File: src/rtl/sub_4bit.sv
// sub_4bit: registered 4-bit add / subtract / magnitude-compare slice with carry and overflow flags.
// Latency: 1 cycle. Operands and mode are sampled on the rising edge of clk, and the result is visible after that edge.
// Backpressure: none. A new operation is accepted every cycle, and rst_n low clears all outputs at once.
//
// Ports:
//    clk    rising-edge clock
//    rst_n  asynchronous active-low reset
//    A, B   4-bit operands (unsigned or two's complement)
//    M      0 = add, 1 = subtract (ignored while C = 1)
//    C      1 = compare A against B (overrides M)
//    OUT    registered result, or compare flags {slt, ult, eq, ugt}
//    cout   registered carry-out; after a subtract or compare this means A >= B unsigned
//    ov     registered signed overflow (always 0 in compare mode)

module sub_4bit (
   input  logic       clk,
   input  logic       rst_n,
   input  logic [3:0] A,
   input  logic [3:0] B,
   input  logic       M,
   input  logic       C,
   output logic [3:0] OUT,
   output logic       cout,
   output logic       ov
);

   // Shared ripple-carry datapath. Compare also runs A - B through it.
   logic       sub;
   logic [3:0] b_eff;
   logic [3:0] s;
   logic       c4;

   always_comb begin
      logic [4:0] carry;
      sub      = M | C;
      b_eff    = B ^ {4{sub}};
      carry    = '0;
      s        = '0;
      carry[0] = sub;
      for (int i = 0; i < 4; i++) begin
         s[i]       = A[i] ^ b_eff[i] ^ carry[i];
         carry[i+1] = (A[i] & b_eff[i]) | (carry[i] & (A[i] ^ b_eff[i]));
      end
      c4 = carry[4];
   end

   // Signed overflow terms for the add and subtract interpretations.
   logic ov_add;
   logic ov_sub;

   assign ov_add = (A[3] == B[3]) & (s[3] != A[3]);
   assign ov_sub = (A[3] != B[3]) & (s[3] != A[3]);

   // Compare flags, all derived from the A - B pass.
   // A zero difference mod 16 means equal, and a set c4 means no borrow (A >= B).
   logic eq;
   logic ugt;
   logic ult;
   logic slt;

   assign eq  = (s == 4'b0000);
   assign ult = ~c4;
   assign ugt = c4 & ~eq;
   assign slt = s[3] ^ ov_sub;

   // Next-state selection.
   logic [3:0] out_d;
   logic [3:0] out_q;
   logic       cout_d;
   logic       cout_q;
   logic       ov_d;
   logic       ov_q;

   always_comb begin
      out_d  = s;
      cout_d = c4;
      ov_d   = 1'b0;
      if (C) begin
         out_d = {slt, ult, eq, ugt};
      end else if (M) begin
         ov_d = ov_sub;
      end else begin
         ov_d = ov_add;
      end
   end

   // Output registers. This is the only state in the block.
   always_ff @(posedge clk or negedge rst_n) begin
      if (!rst_n) begin
         out_q  <= 4'b0000;
         cout_q <= 1'b0;
         ov_q   <= 1'b0;
      end else begin
         out_q  <= out_d;
         cout_q <= cout_d;
         ov_q   <= ov_d;
      end
   end

   assign OUT  = out_q;
   assign cout = cout_q;
   assign ov   = ov_q;

endmodule

File: config.mk
export PLATFORM = sky130hd
export DESIGN_NAME = sub_4bit
export DESIGN_NICKNAME = d
export VERILOG_FILES = /design/src/rtl/sub_4bit.sv
export SDC_FILE = /design/constraint.sdc
export NUM_CORES = 1
export LEC_CHECK = 0
export CAP_MARGIN = 40
export CELL_PAD_IN_SITES_DETAIL_PLACEMENT = 0
export CELL_PAD_IN_SITES_GLOBAL_PLACEMENT = 1
export CORE_UTILIZATION = 28
export DETAILED_ROUTE_END_ITERATION = 8
export PLACE_DENSITY = 0.78
export SKIP_CTS_REPAIR_TIMING = 1
export SYNTH_ARGS = -nofsm -noshare
export SYNTH_HDL_FRONTEND = slang
export SYNTH_SLANG_ARGS = --single-unit
File: constraint.sdc
create_clock -name clk -period 0.8 [get_ports clk]
set_input_delay 0.08 -clock clk [delete_from_list [all_inputs] [get_ports clk]]
set_output_delay 0.08 -clock clk [all_outputs]
set_load 0.05 [all_outputs]
# Word-level counts from Yosys, hierarchy flattened
# Cells that the tools add are included.
# W data, S select, Z words.
# totals
inputBits	12
output_inout_bits	6
register_bits	6
# op_classes
reduce_logical	1
n_mux	3
eq_ne	3
bitwise_logic	28
# op_table
operator	n
$and A1 B1 Y1	11
$xor A1 B1 Y1	9
$or A1 B1 Y1	5
$logic_not A4 Y1	1
$mux W4	1
$xor A4 B4 Y4	1
$mux W1	2
$ne A1 B1 Y1	2
$not A1 Y1	2
$eq A1 B1 Y1	1

# Logic depth before layout (Yosys ltp)
# logic_depth
word_depth	14
depth_mapped	10

# Worst setup path before layout
# Ideal clock, no wire load.
# synth_timing
path_type	input -> register
from	input port C
to	register ov_q, in the netlist ov
t_required_ns	0.721
arrival_time_ns	2.169
cell_stages	10
setup_ns	0.079
path_buffers	1
setup_slack_ns	-1.449
path_cell_list	buf_2 nor2_4 xor2_1 fa_1 inv_1 fa_1 inv_1 fa_1 or3_1 mux2i_1
# synth_between
elab_chain_len	14
word_cells_on_any_way	21
# synth_rtl
item	line	source
start, declared	21	input logic C,
$or A1 B1 Y1	35	sub = M | C;
$xor A4 B4 Y4	36	b_eff = B ^ {4{sub}};
$xor A1 B1 Y1	42	carry[i+1] = (A[i] & b_eff[i]) | (carry[i] & (A[i] ^ b_eff[i]));
$and A1 B1 Y1	42	
$or A1 B1 Y1	42	
$and A1 B1 Y1	42	
$or A1 B1 Y1	42	
$and A1 B1 Y1	42	
$or A1 B1 Y1	42	
$xor A1 B1 Y1	41	s[i] = A[i] ^ b_eff[i] ^ carry[i];
$ne A1 B1 Y1	51, 52	
$and A1 B1 Y1 (on tied branches)	51, 52	
$mux W1	80	end else if (M) begin
$mux W1 *	78	if (C) begin
net ov_d	71	logic ov_d;
end signal, assigned	96	ov_q <= ov_d;
end, declared	72	logic ov_q;
# The timed path passes the listed nets; every way through them passes the cells marked *.

# Worst setup path in the final report
# Same ends and word-level chain as after synthesis.

==> out/summary.txt <==
status = finished, violations left
failing checks = setup timing
commonest non-fill, non-tap cell in the layout = buf_4
Post-Synthesis Cells = 37
first-pass GRT wire length = 1200 um
post-route ant nets = 0
Slew headroom = 82.32%
multi-input logic area = 257.7 um^2
met3 WL post-DR = 34 um
post-synth cell types = 20
io pins = 18
Congestion Overflow GR = 0
Worst path max stage delay = 450 ps
core area = 1301 um^2
final setup margin = -1236 ps
Final Cycle Share = 254.5%
Area Growth Syn to Fin = 99.05%
unrepaired setup endpoints after global routing = true
CP startpoint kind = input port
top routing layer used = met3
final setup vio count = 12
Hold WC Path Type = input port to asynchronous set/reset pin
Crit. End Element = flop
Synthesis Warnings = 0
CTS Root Cell = clkbuf_4
Register Area = 150.1 um^2
H-tree Lvls = 1
Crit Path Class = input port to flop
Clock Path Buffers = 2
XOR/XNOR share of the synthesized area = 11.04%
cts bufs inserted = 3
CP required = 950 ps
Fin Hold WS = 77.97 ps
routed wl met2 = 498 um
Max Clk Rate = 0.4911 GHz
most frequent cells in the layout = 10 x buf_4, 6 x dfrtp_1, 6 x buf_12
Inserted Diodes = 0
area leader, netlist = dfrtp_1
Final Hold Viols = 0
die area = 1571 um^2
Clock Sinks = 6
num rows = 13
antenna violations before repair = 0
gr usage total = 12.01%
min cycle time layout = 2036 ps
ratio of cells with drive above 1 in the final layout = 53.73%
worst-margin pin slew = 264.4 ps
CTS tree = yes
#FFs+latches synth = 6
number of global-route vias before repair = 325
die width = 39.64 um
adder-cell area share of the yosys netlist = 15.14%
Cell Pwr Density = 1924 nW/um^2
Clock Pin Slew Worst Setup and Hold Paths = 40 ps
Worst VDD drop = 725.8 uV
chip height = 39.64 um
CP arrival = 2180 ps
max-slew violation count = 0
DRC = 0
Synthesized Nets = 52
routed len/inst = 10.46 um
Synth area leaders = dfrtp_1 38%, fa_1 15%, xor2_1 6.6%, inv_1 5.7%, xnor2_1 4.4%
Fillers = 121
Simple-Gate Fraction of Synth Area = 16.09%
post-synthesis mux area share = 2.524%
Final Util = 60.67%
Port Buf Inserts = 17
DRT met1 WL = 324 um
largest family of logic cells by synthesized area = simple AND/OR/NAND/NOR gates
critical path peak fanout = 4
area share of the largest cell type after synthesis = 37.85%
Final HPWL DP = 651.2 um
max-cap violation count = 0
DR vias = 369
Layout Nets = 84
Leak = 0.3750 nW
slowest CP cell = fa_2
Initial Utilization = 30.48%
CP dominant cell by count = fa_2
worst path cell trace = buf_8, nor2_4, xor2_2, fa_2, inv_2, fa_2, inv_2, fa_2, or3_1, mux2i_1
Syn Area/Cell = 10.72 um^2
mapped cell area = 396.6 um^2
First DRT Iteration DRCs = 0
Post-Route WL = 858 um
vias per cell = 4.500
pin count of the biggest net entering global routing = 10
post-synthesis compound-gate area fraction = 10.41%
DR pass1 iterations = 1
Final GP Congestion = 0.7148
post-synthesis sequential area ratio = 37.85%
area by class of cell:
class	count	area share (%)
Sequential cell	6	19.02
Multi-Input combinational cell	24	32.65
Timing Repair Buffer	28	40.25
Inverter	6	2.853
Clock buffer	3	2.853
Tap cell	15	2.377
worst paths after layout:
check | startpoint | slack (ps) | to | cells past startpoint
min in group clk | C | 180 | OUT[2]$_DFF_PN0_ | 3
worst min-delay path | rst_n | 80 | cout$_DFF_PN0_ | 1
max in group asynchronous | rst_n | 510 | OUT[1]$_DFF_PN0_ | 1
worst max-delay path | C | -1240 | ov$_DFF_PN0_ | 10
worst max-delay path, delay by kind of cell:
kind          cells  cell delay (ps)
fa+ha+maj         3             1050
simple gates      2              480
buf+inv           3              210
xor+xnor          1              180
mux               1              180
sequential cells by signal, indices dropped and copies added (netlist names):
| register | flops |
|---|---|
| OUT | 4 |
| ov | 1 |
| cout | 1 |
per-stage QoR:
step / TNS [ps] / setup slack (ps) / power (W) / std cells / cell area [um^2]
4_1_cts: -8703 / -1592 / 0.001468 / 79 / 738.2
2_1_floorplan: -6499 / -1287 / 0.0007866 / 37 / 421.7
3_5_place_dp: -9810 / -1848 / 0.001192 / 76 / 715.7
6_report: -6135 / -1236 / 0.001519 / 82 / 789.5
3_3_place_gp: -9633 / -1790 / 0.001178 / 76 / 715.7
5_1_grt: -6588 / -1303 / 0.001607 / 82 / 789.5
per-layer routing:
layer	track usage, %	vias to the layer above
met5	0	-
met4	10.34	0
met3	0	0
met2	22.13	14
met1	12.28	176
li1	-	179
cells in the mapped netlist:
cell type,count
nand2_1,1
a21oi_1,1
inv_1,6
o21ai_0,1
nand4b_1,1
a2bb2oi_1,1
xnor2_1,2
nand3b_1,2
nor2b_1,1
a22o_1,1
nor2_4,1
fa_1,3
o31ai_1,1
buf_2,1
nand2b_1,2
dfrtp_1,6
xor2_1,3
mux2i_1,1
or3_1,1
o22ai_1,1
power by group:
part	switching (W)	internal [W]
Combinational	0.000398	0.000450
Sequential	0.0000436	0.000360
Clock	0.0000987	0.000169
cells by family after synthesis:
family	Yosys count
buffers and inverters	7
multiplexers	1
AO/OA/AOI/OAI	6
flip-flops	6
AND/OR/NAND/NOR	9
XOR/XNOR	5
adder cells (fa/ha/maj)	3
Power figures use the tool's default switching activity.
